===== src/rtl/dmem_arbiter.sv =====
// dmem_arbiter: round-robin burst arbiter sharing single-port data_mem.
// Optional DMEM_ARB_PRIO_EN: requester 0 gets fixed, preempting priority.
module dmem_arbiter #(
  parameter int NREQ      = 2,
  parameter int ADDR_W    = 32,
  parameter int DATA_W    = 32,
  parameter int MAX_BURST = 4
) (
  input  logic                     clk,
  input  logic                     rst,
  input  logic [NREQ-1:0]          req,
  input  logic [NREQ-1:0]          we,
  input  logic [NREQ*ADDR_W-1:0]   addr,
  input  logic [NREQ*DATA_W-1:0]   wdata,
  output logic [NREQ-1:0]          gnt,
  output logic [NREQ-1:0]          rvalid,
  output logic [DATA_W-1:0]        rdata,
  output logic [ADDR_W-1:0]        mem_a,
  output logic                     mem_wdme,
  output logic [DATA_W-1:0]        mem_wd,
  input  logic [DATA_W-1:0]        mem_rd
);

  localparam int OW = $clog2(NREQ);
  localparam int BW = $clog2(MAX_BURST) + 1;

  localparam logic [0:0] IDLE = 1'b0;
  localparam logic [0:0] BUSY = 1'b1;

  localparam logic [BW-1:0] LAST    = BW'(MAX_BURST - 1);
  localparam logic [OW-1:0] PTR_RST = OW'(NREQ - 1);
  localparam logic [OW:0]   NREQ_W  = (OW+1)'(NREQ);

  logic [0:0]        state;
  logic [OW-1:0]     owner;
  logic [OW-1:0]     ptr;
  logic [OW-1:0]     win;
  logic [OW:0]       sum;
  logic [BW-1:0]     beat_cnt;
  logic [NREQ-1:0]   rvalid_q;
  logic [DATA_W-1:0] rdata_q;

  logic [ADDR_W-1:0] addr_a  [NREQ];
  logic [DATA_W-1:0] wdata_a [NREQ];

  logic            busy;
  logic            any_req;
  logic            own_req;
  logic            own_we;
  logic            beat;
  logic            rd_beat;
  logic            last;
  logic            preempt;
  logic            ptr_upd;
  logic            done;
  logic [NREQ-1:0] own_oh;

  always_comb begin
    for (int i = 0; i < NREQ; i++) begin
      addr_a[i]  = addr[i*ADDR_W +: ADDR_W];
      wdata_a[i] = wdata[i*DATA_W +: DATA_W];
    end
  end

  // Scan ptr+NREQ down to ptr+1 so the nearest requester after ptr wins.
  always_comb begin
    win = ptr;
    sum = '0;
    for (int k = NREQ; k >= 1; k--) begin
      sum = {1'b0, ptr} + (OW+1)'(k);
      if (sum >= NREQ_W) sum = sum - NREQ_W;
      if (req[sum[OW-1:0]]) win = sum[OW-1:0];
    end
`ifdef DMEM_ARB_PRIO_EN
    if (req[0]) win = '0;
`endif
  end

  assign busy    = (state == BUSY);
  assign any_req = |req;
  assign own_req = req[owner];
  assign own_we  = we[owner];
  assign own_oh  = {{(NREQ-1){1'b0}}, 1'b1} << owner;
  assign beat    = busy & own_req;
  assign rd_beat = beat & ~own_we;
  assign last    = (beat_cnt == LAST);

`ifdef DMEM_ARB_PRIO_EN
  assign preempt = beat & (owner != '0) & req[0];
  assign ptr_upd = (owner != '0);
`else
  assign preempt = 1'b0;
  assign ptr_upd = 1'b1;
`endif

  assign done = busy & (~own_req | (beat & (last | preempt)));

  assign gnt      = busy ? own_oh : '0;
  assign mem_a    = busy ? addr_a[owner] : '0;
  assign mem_wd   = busy ? wdata_a[owner] : '0;
  assign mem_wdme = beat & own_we;
  assign rvalid   = rvalid_q;
  assign rdata    = rdata_q;

  // busy & ~done implies req[owner], i.e. a beat that continues the burst.
  always_ff @(posedge clk or negedge rst) begin
    if (!rst) begin
      state    <= IDLE;
      owner    <= '0;
      ptr      <= PTR_RST;
      beat_cnt <= '0;
    end else begin
      unique case (1'b1)
        !busy: begin
          if (any_req) begin
            state    <= BUSY;
            owner    <= win;
            beat_cnt <= '0;
          end
        end
        busy & done: begin
          state <= IDLE;
          if (ptr_upd) ptr <= owner;
        end
        busy & ~done: begin
          beat_cnt <= beat_cnt + 1'b1;
        end
        default: ;
      endcase
    end
  end

  always_ff @(posedge clk or negedge rst) begin
    if (!rst) begin
      rvalid_q <= '0;
      rdata_q  <= '0;
    end else begin
      rvalid_q <= rd_beat ? own_oh : '0;
      if (rd_beat) rdata_q <= mem_rd;
    end
  end

endmodule


===== config.mk =====
export PLATFORM = sky130hd
export DESIGN_NAME = dmem_arbiter
export DESIGN_NICKNAME = d
export VERILOG_FILES = /design/src/rtl/dmem_arbiter.sv
export SDC_FILE = /design/constraint.sdc
export NUM_CORES = 1
export LEC_CHECK = 0
export CAP_MARGIN = 20
export CORE_AREA = 5 5 100 102
export CTS_BUF_LIST = sky130_fd_sc_hd__clkbuf_8
export DETAILED_ROUTE_END_ITERATION = 10
export DIE_AREA = 0 0 105 107
export GPL_TIMING_DRIVEN = 0
export PLACE_DENSITY = 0.82
export SETUP_SLACK_MARGIN = 0.1
export SYNTH_ARGS = -nofsm -noshare
export SYNTH_HDL_FRONTEND = slang
export SYNTH_SLANG_ARGS = --single-unit

===== constraint.sdc =====
create_clock -name clk -period 5.1 [get_ports clk]
set_clock_uncertainty 0.2 [all_clocks]
set_input_delay 1.53 -clock clk [delete_from_list [all_inputs] [get_ports clk]]
set_output_delay 1.53 -clock clk [all_outputs]
set_load 0.1 [all_outputs]

# Yosys cells after proc, flatten, opt, wreduce, memory -nomap -nowiden
# Index checks and enable logic that the tools add are counted.
# totals
reg_bits,40
output_inout_bits,101
# op_classes
addsub,5
order_cmp,6
n_eq_ne,2
shift,1
muxes,28
bitwise_logic,13
n_reduce_logical,6
# ops
op,count
32-bit two-way mux,8
1-bit two-way mux,14
1-bit AND,7
2-bit >= comparator (second input constant),3
1-bit by 2-bit < comparator with 1-bit output (second input constant),3
3-bit two-way mux,2
3-bit one-hot mux with 2 select lines,1
2-bit two-way mux,2
1-bit inverter,4
2-bit AND reduction,2
2-bit nonzero test,2
3-bit by 1-bit adder with 3-bit output (second input constant),1
3-bit by 2-bit == test with 1-bit output (second input constant),1
3-bit != test (second input constant),1
1-bit by 1-bit adder with 2-bit output (second input constant),1
1-bit by 2-bit adder with 2-bit output (second input constant),1
1-bit inverter with 2-bit output,1
1-bit one-hot mux with 2 select lines,1
2-bit OR reduction,1
1-bit by 1-bit << shifter with 2-bit output (first input constant),1
1-bit subtractor (second input constant),2
1-bit logical NOT,1
1-bit bitwise OR,1

# Depth between registers and ports, before layout
# Gate-level depths: netlist of run 1.
# depth
ltp_word,10
mapped_depth,6
depth_no_buf,5

# Worst setup path before layout of run 1
# OpenSTA, ideal clock, no wires.
# synth_timing
path_kind,input-to-output
start,in we[0]
end,out mem_wdme
arrival_ns,3.085
required_ns,3.370
setup_slack_ns,0.285
stages,2
n_path_buf,0
cell_sequence,nand3_1 > a21oi_1
# synth_between
elab_chain_cells,3
# synth_lines
element,line_no,source
"start, declared",12,"input logic [NREQ-1:0] we,"
1-bit two-way mux (implied by the code) (2 in a row),82,assign own_we = we[owner];
1-bit AND,101,assign mem_wdme = beat & own_we;
"end, declared",19,"output logic mem_wdme,"
# Every way passes these cells. The select of a mux whose other input is x is not followed.

# Worst setup path after layout of run 1
# layout_timing
start,in wdata[23]
end,out mem_wd[23]
# layout_between
elab_chain_cells,4
# layout_lines
element,line_no,source
"start, declared",14,"input logic [NREQ*DATA_W-1:0] wdata,"
32-bit two-way mux (implied by the code) (3 in a row),100,assign mem_wd = busy ? wdata_a[owner] : '0;
32-bit two-way mux,100,
"end, declared",20,"output logic [DATA_W-1:0] mem_wd,"
# Every way passes these cells. The select of a mux whose other input is x is not followed.

==> impl_metrics.toml, run 1 <==
[run_status]
status = "finished clean"

[synth]
syn_avg_cell_area_sq_um = 10.5
synth_edf_count = 0
synth_common_cells = "nor2_1, mux2i_1, dfrtp_1"
synth_area_sq_um = 2710
synthTopCellsByArea = "dfrtp_1, mux2i_1, mux2_4"
yosysTopAreaCellShare_pct = 36.1
post_synth_num_cell_types = 32
netlist_instances = 257
synth-main-ff-cell = "dfrtp_1"
yosysSeqAreaShare_pct = 37.0
yosysTopAreaCell = "dfrtp_1"
yosysWarnings = 0
ys_seq_elements = 40
syn_nets = 425
synth.most_common_cell = "nor2_1"
ys_async_sr_fraction_pct = 100

[timing]
hold_viol_final = 0
fmax_ghz = 0.202
slew_violations = 0
period_minus_slack_ps = 4940
post-route-period-util_pct = 97.0
rsz0062_at_grt = "false"
fin_ws_ps = 155
slew-limit-headroom_pct = 25.4
tightestPinTransition_ps = 1120
finalSetupViolCount = 0

[setup_path]
critPathBufInv = 2
slowest_delay_ps = 960
crit_slowest_cell = "dlygate4sd2_1"
critical_path.cell_chain = "clkdlybuf4s50_1 -> mux2i_1 -> nor2_1 -> dlygate4sd2_1"
cp.required_ps = 3370
crit_type = "in -> out"
critPathTopFamily = "buffers and inverters"
worstPathArrival_ps = 3210
startpoint_type = "input pin"
ff2ff_setup_slack_ps = 3190
path_max_fanout = 1
worst_setup_path_end_kind = "primary output"

[layout]
final_cells = 642
fill_cells = 812
final_core_util_pct = 61.3
syn2layout_area_growth_pct = 104
regArea_sq_um = 1000
layout-drive-gt1-share_pct = 10.5
multi_input_area_sq_um = 1580
nets = 698
antenna_cells = 0

[clock_network]
clockRootBuffer = "clkbuf_8"
cts_buffers = 5
cts_tree = "done"
postCtsHoldBufs = 0
insertion_delay_ps = 290
htreeDepth = 2
clkSinkCount = 40
cts.path.max_buffers = 2
clk_pin_slew_ps = 70
cts-resized-gates = 65
post_cts_buffers = 0

[route]
ant_nets = 0
wirelength_mm = 12.4
num_vias = 3016
viasPerCell = 4.70
drcViolationCount = 0
drt_iter0_drc = 64
drt_pass1_iterations = 4
wl_per_cell_microns = 19.3

[floorplanning]
die_area_sq_um = 11200
die_x_microns = 105
initial_utilization_pct = 30.0
io_pins = 267
coreArea_sq_um = 9020
rows = 35
die_h_microns = 107

[place]
dpl.hpwl_mm = 10.6
place_inst = 634
portBuffers = 266
dpl_worst_slack_ps = -232
place_congestion = 0.812

[global_routing]
grt_pass1_vias = 3307
globalRouteTotalUtil_pct = 20.9
grt_pass1_wl_mm = 18.2
antenna_found_initial = 2
grt_max_degree = 41
overflow = 0

[min_path]
hold_path_class = "reg -> reg"

[flow_run]
cap_violations = 0
[path summary, 6_finish.rpt]
check | startpoint | endpoint | cells after the start
worst min-delay path | rdata[22]$_DFFE_PN0P_ | rdata[22]$_DFFE_PN0P_ | 1
worst max-delay path | wdata[23] | mem_wd[23] | 4
worst max register to register | beat_cnt[0]$_DFFE_PN0P_ | beat_cnt[1]$_DFFE_PN0P_ | 4
worst min register to register | rdata[22]$_DFFE_PN0P_ | rdata[22]$_DFFE_PN0P_ | 1
min in group asynchronous | rst | rdata[29]$_DFFE_PN0P_ | 1
max in group asynchronous | rst | rdata[9]$_DFFE_PN0P_ | 1
[cells in the final DEF (no fill, tap or decap), types with 2 or more instances in the layout]
cell / synthesis / routed
mux2_2: 2 / 2
dfrtp_1: 39 / 39
mux2i_1: 65 / 65
mux2_4: 30 / 30
buf_2: 8 / 9
dlygate4sd2_1: 0 / 63
o21ai_0: 3 / 3
buf_6: 4 / 4
and3_1: 2 / 2
clkbuf_1: 7 / 7
nor2_1: 68 / 68
clkbuf_8: 0 / 5
nor4_1: 2 / 2
inv_1: 2 / 3
clkdlybuf4s50_1: 0 / 200
nand3_1: 2 / 2
ha_1: 2 / 2
a21oi_1: 2 / 2
nand2_1: 3 / 3
[per-layer routing]
layer,vias up,track usage [%],wire (microns)
li1,1428,-,-
met4,4,6.67,282
met1,1368,21.3,4440
met2,192,38.6,6310
met3,24,8.79,1350
met5,-,0,35
[through the flow]
step,TNS (ps),hold WS [ps],instance area [sq um]
2_1_floorplan,0,280,2710
3_3_place_gp,-696,290,5510
3_5_place_dp,-663,294,5500
4_1_cts,0,313,5530
5_1_grt,0,321,5530
6_report,0,305,5530
[area by class of cell]
class,instances,share of cell area [%]
tap,111,2.51
clock buffer,5,1.25
sequential,40,18.1
clock inverter,3,0.702
multi-input combinational,194,28.5
inverter,3,0.204
timing repair buffer,266,46.6
buffer,20,2.08
[sequential cells by signal, indices dropped and copies added, names as in the netlist]
name      count
busy          1
rdata        32
owner         1
beat_cnt      3
rvalid        2
ptr           1
[worst register-to-register path: stages, from the launching register on]
cell     delay, ps
dfrtp_1        420
ha_1           210
ha_1           250
or2_2          350
a311o_1        360
[logic make-up after synthesis]
kind of cell | after synthesis | synth area share, %
flops | 40 | 37.0
fa+ha+maj | 2 | 0.924
compound gates | 9 | 2.31
simple gates | 86 | 13.5
buf+inv | 23 | 4.67
mux | 97 | 41.5
Power of run 1 is not shown: default switching activity piles up to over one toggle a cycle in this logic, so the estimate is an artifact.
==> run 2, diff against run 1 <==
--- a/config.mk
+++ b/config.mk
@@ -11,8 +11,9 @@
 export DETAILED_ROUTE_END_ITERATION = 10
 export DIE_AREA = 0 0 105 107
 export GPL_TIMING_DRIVEN = 0
-export PLACE_DENSITY = 0.82
+export PLACE_DENSITY_LB_ADDON = 0.15
 export SETUP_SLACK_MARGIN = 0.1
+export SKIP_LAST_GASP = 1
 export SYNTH_ARGS = -nofsm -noshare
 export SYNTH_HDL_FRONTEND = slang
 export SYNTH_SLANG_ARGS = --single-unit
==> run 2 against run 1 <==
Die area unchanged. Via count down 3.3%. Critical path depth unchanged. Highest routed layer is now met4. Register-to-register slack about the same. Final cell count unchanged. First-iteration DRC count up 66%. Sequential share of layout area about the same. Fmax up 2.6%. Clock-buffer cell count unchanged. Cell area about the same. Setup slack better by 130 ps.
==> impl_metrics.toml, run 2 (same netlist as run 1, synthesis figures left out) <==
[global_routing]
antenna_found_initial = 0
globalRouteTotalUtil_pct = 18.9
grt_pass1_vias = 3055
overflow = 0
grt_max_degree = 41
grt_pass1_wl_mm = 16.9

[place]
dpl.hpwl_mm = 9.83
place_congestion = 0.792
placed_cell_area_sq_um = 5500
portBuffers = 266
place_inst = 634
dpl_worst_slack_ps = -157

[route]
drt_pass1_iterations = 4
viasPerCell = 4.54
wirelength_mm = 11.4
ant_nets = 0
num_vias = 2916
drcViolationCount = 0
wl_per_cell_microns = 17.8
drt_iter0_drc = 106

[setup_path]
ff2ff_path_depth = 4
cp.required_ps = 3370
path_max_fanout = 1
critical_path.cell_chain = "clkdlybuf4s50_1 -> mux2i_1 -> nor2_1 -> dlygate4sd2_1"
slowest_delay_ps = 910
cp.depth = 4
crit_type = "in -> out"
critPathTopFamily = "buffers and inverters"
critPathBufInv = 2
worstPathArrival_ps = 3090
worst_setup_path_end_kind = "primary output"
startpoint_type = "input pin"
crit_slowest_cell = "dlygate4sd2_1"

[layout]
final_cells = 642
final_cell_mix = "clkdlybuf4s50_1, nor2_1, mux2i_1"
mostFrequentLayoutCell = "clkdlybuf4s50_1"
finish.instance_area_sq_um = 5530
antenna_cells = 0
largest_register_ffs = 32
syn2layout_area_growth_pct = 104
layout-drive-gt1-share_pct = 10.5
nets = 698

[clock_network]
htreeDepth = 2
clockRootBuffer = "clkbuf_8"
cts_buffers = 5
clk_pin_slew_ps = 80
cts.path.max_buffers = 2
cts_tree = "done"
insertion_delay_ps = 290
clkSinkCount = 40
post_cts_buffers = 0
postCtsHoldBufs = 0

[floorplanning]
die_x_microns = 105
rows = 35
die_h_microns = 107
die_area_sq_um = 11200
io_pins = 267
coreArea_sq_um = 9020
initial_utilization_pct = 30.0

[timing]
tightestPinTransition_ps = 1090
slew_violations = 0
fin_ws_ps = 282
hold_viol_final = 0
slew-limit-headroom_pct = 27.3
post-route-period-util_pct = 94.5
rsz0062_at_grt = "false"
period_minus_slack_ps = 4820
fin_tns_setup_ps = 0
finalSetupViolCount = 0
fmax_ghz = 0.208

[min_path]
hold_path_class = "reg -> reg"
hold_path_depth = 1

[run_status]
status = "finished clean"

[flow_run]
cap_violations = 0
[run 2: final timing paths]
kind	end	slack, ps	startpoint
worst max-delay path	mem_wd[31]	280	wdata[31]
worst min-delay path	rdata[0]$_DFFE_PN0P_	310	rdata[0]$_DFFE_PN0P_
worst max register to register	beat_cnt[1]$_DFFE_PN0P_	3200	beat_cnt[0]$_DFFE_PN0P_
worst min register to register	rdata[0]$_DFFE_PN0P_	310	rdata[0]$_DFFE_PN0P_
max in group asynchronous	rdata[9]$_DFFE_PN0P_	2980	rst
min in group asynchronous	rdata[16]$_DFFE_PN0P_	1160	rst
[run 2: cell type report]
type / count / area, sq um
multi-input combinational: 194 / 1580
timing repair buffer: 266 / 2570
fill: 799 / 3500
buffer: 20 / 115
clock inverter: 3 / 38.8
sequential: 40 / 1000
clock buffer: 5 / 68.8
tap: 111 / 139
inverter: 3 / 11.3
[run 2: routing by layer]
metal / track usage [%] / share of wire (%) / vias to the layer above
li1: - / - / 1431
met1: 19.9 / 35 / 1332
met2: 35.1 / 53 / 140
met3: 7.41 / 9.8 / 13
met4: 4.20 / 1.5 / 0
met5: 0 / 0 / -
[run 2: stage by stage]
step	utilization, %	hold slack [ps]
2_1_floorplan	-	280
3_3_place_gp	61.1	289
3_5_place_dp	61.0	296
4_1_cts	61.3	314
5_1_grt	61.2	323
6_report	61.2	311
[run 2: what timing repair did]
item,CTS,global route
gates resized for setup,65,2
endpoints found under the setup margin,65,1
gates cloned,0,0
Power of run 2 is left out for the same reason.
==> run 3, diff against run 2 <==
--- a/config.mk
+++ b/config.mk
@@ -5,12 +5,14 @@
 export SDC_FILE = /design/constraint.sdc
 export NUM_CORES = 1
 export LEC_CHECK = 0
+export ABC_AREA = 1
 export CAP_MARGIN = 20
 export CORE_AREA = 5 5 100 102
 export CTS_BUF_LIST = sky130_fd_sc_hd__clkbuf_8
 export DETAILED_ROUTE_END_ITERATION = 10
 export DIE_AREA = 0 0 105 107
 export GPL_TIMING_DRIVEN = 0
+export MAX_ROUTING_LAYER = met4
 export PLACE_DENSITY_LB_ADDON = 0.15
 export SETUP_SLACK_MARGIN = 0.1
 export SKIP_LAST_GASP = 1
==> run 3 against run 2 <==
Fmax shrank 3.5%. Routed wire length is 5.5% higher. Final cell count increased by 3.0%. Critical endpoint is now mem_wd[19]. Cell area is 2.6% lower.
==> impl_metrics.toml, run 3 <==
[floorplanning]
rows = 35
io_pins = 267
die_h_microns = 107
coreArea_sq_um = 9020
die_x_microns = 105
die_area_sq_um = 11200
initial_utilization_pct = 26.9

[place]
portBuffers = 266
dpl.hpwl_mm = 9.92
place_congestion = 0.845

[global_routing]
globalRouteTotalUtil_pct = 20.7
overflow = 0
grt.met2_usage_pct = 35.8
use_met3_pct = 5.72
grt_pass1_vias = 3222
globalRouteMet1Util_pct = 24.0
grt_max_degree = 41
busiest_layer = "met2"
grt_pass1_wl_mm = 18.4
antenna_found_initial = 1

[layout]
largest_register_ffs = 32
mostFrequentLayoutCell = "clkdlybuf4s50_1"
nets = 716
final_cell_mix = "clkdlybuf4s50_1, nand2_1, a22o_1"
fill_cells = 816
layout-drive-gt1-share_pct = 7.83
regArea_sq_um = 1000
multi_input_area_sq_um = 1190
syn2layout_area_growth_pct = 122

[setup_path]
critPathBufInv = 2
slowest_delay_ps = 1130
worst_setup_path_end_kind = "primary output"
cp_common_cell = "clkdlybuf4s50_1"
worstPathArrival_ps = 3270
crit_type = "in -> out"
path_max_fanout = 1
critPathTopFamily = "buffers and inverters"
crit_slowest_cell = "clkdlybuf4s50_1"
cp.required_ps = 3370
critical_path.cell_chain = "clkdlybuf4s50_1 -> a22o_1 -> clkdlybuf4s50_1"
startpoint_type = "input pin"

[route]
drt_iter0_drc = 168
wirelength_mm = 12.0
drt_pass1_iterations = 4
ant_nets = 0
drcViolationCount = 0
wl_per_cell_microns = 18.2
viasPerCell = 4.82
num_vias = 3185

[synth]
yosysSeqAreaShare_pct = 41.3
synthTopCellsByArea = "dfrtp_1, a22o_1, nand2_1"
syn_nets = 442
synth-main-ff-cell = "dfrtp_1"
syn_avg_cell_area_sq_um = 8.86
synth.most_common_cell = "nand2_1"
yosysWarnings = 0
ys_async_sr_fraction_pct = 100
yosysTopAreaCell = "dfrtp_1"
post_synth_num_cell_types = 19
yosysTopAreaCellShare_pct = 40.2
synth_area_sq_um = 2430
synth_common_cells = "nand2_1, a22o_1, dfrtp_1"
netlist_instances = 274
ys_seq_elements = 40
synth_edf_count = 0

[timing]
fin_tns_setup_ps = 0
tightestPinTransition_ps = 1030
slew_violations = 0
hold_viol_final = 0
fmax_ghz = 0.200
period_minus_slack_ps = 5000
rsz0062_at_grt = "false"
slew-limit-headroom_pct = 31.3
finalSetupViolCount = 0
post-route-period-util_pct = 97.9

[clock_network]
clk_pin_slew_ps = 70
postCtsHoldBufs = 0
insertion_delay_ps = 290
cts.path.max_buffers = 2
cts_buffers = 5
clockRootBuffer = "clkbuf_8"
htreeDepth = 2
cts_tree = "done"
clkSinkCount = 40

[flow_run]
cap_violations = 0

[run_status]
status = "finished clean"

[min_path]
hold_path_class = "reg -> reg"
## run 3: cell types whose count changed in the layout (fill, tap and decap cells not counted), sizes merged, moves of 18 or more
cell | previous run | this run
nand4 | 0 | 35
mux2 | 32 | 0
nand2 | 3 | 82
nor2 | 68 | 3
buf | 14 | 32
dlymetal6s2s | 0 | 31
a22o | 0 | 64
mux2i | 65 | 0
dlygate4sd2 | 64 | 23
## run 3: what timing repair did
| item | 4_1_cts | 5_1_grt |
|---|---|---|
| endpoints found under the setup margin | 24 | 32 |
| resized for setup | 27 | 32 |
| setup buffers | 0 | 0 |
| hold endpoints to repair | 0 | 0 |
## run 3: worst register-to-register path: stages (launching register included)
cell	delay, ps
dfrtp_1	410
ha_1	210
ha_1	180
inv_1	140
nand3_1	160
nand3_1	100
nand2_1	50
## run 3: logic make-up (layout without fill, tap and decap cells)
family,after synthesis,in the layout,share of synthesized area (%)
adder cells (fa/ha/maj),2,2,1.03
buffers and inverters,39,314,9.53
flip-flops,40,40,41.3
AO/OA/AOI/OAI,66,66,24.0
other,0,1,0
AND/OR/NAND/NOR,127,127,24.2
## run 3: final cells by class
cell class | instances | area share, %
sequential | 40 | 18.6
tap | 111 | 2.58
antenna | 1 | 0.0465
inverter | 9 | 0.628
multi-input combinational | 195 | 22.2
clock buffer | 5 | 1.28
timing repair buffer | 267 | 50.6
clock inverter | 3 | 0.372
buffer | 30 | 3.67
## run 3: per-stage QoR
step	area [sq um]	utilization, %	hold WS, ps	cells	setup WS [ps]
finish	5380	59.6	265	661	105
global route	5380	59.6	292	661	101
CTS	5310	58.8	272	660	73.7
detailed placement	5250	58.1	258	652	-506
global placement	5230	58.0	252	651	-519
floorplan	2430	-	242	274	106
## run 3: path summary, 6_finish.rpt
kind | start | to | slack (ps) | cells after the start
hold / removal | ptr$_DFFE_PN1P_ | ptr$_DFFE_PN1P_ | 270 | 2
setup / recovery | wdata[19] | mem_wd[19] | 100 | 3
setup reg to reg | beat_cnt[0]$_DFFE_PN0P_ | beat_cnt[2]$_DFFE_PN0P_ | 3540 | 6
min in group asynchronous | rst | rdata[7]$_DFFE_PN0P_ | 990 | 2
max in group asynchronous | rst | ptr$_DFFE_PN1P_ | 3440 | 2
hold reg to reg | ptr$_DFFE_PN1P_ | ptr$_DFFE_PN1P_ | 270 | 2
## run 3: routing by layer
metal,vias to the layer above,routed length (microns)
met5,-,0
met2,146,6290
li1,1546,-
met4,0,157
met1,1481,4730
met3,12,870
Power of run 3 is left out for the same reason.
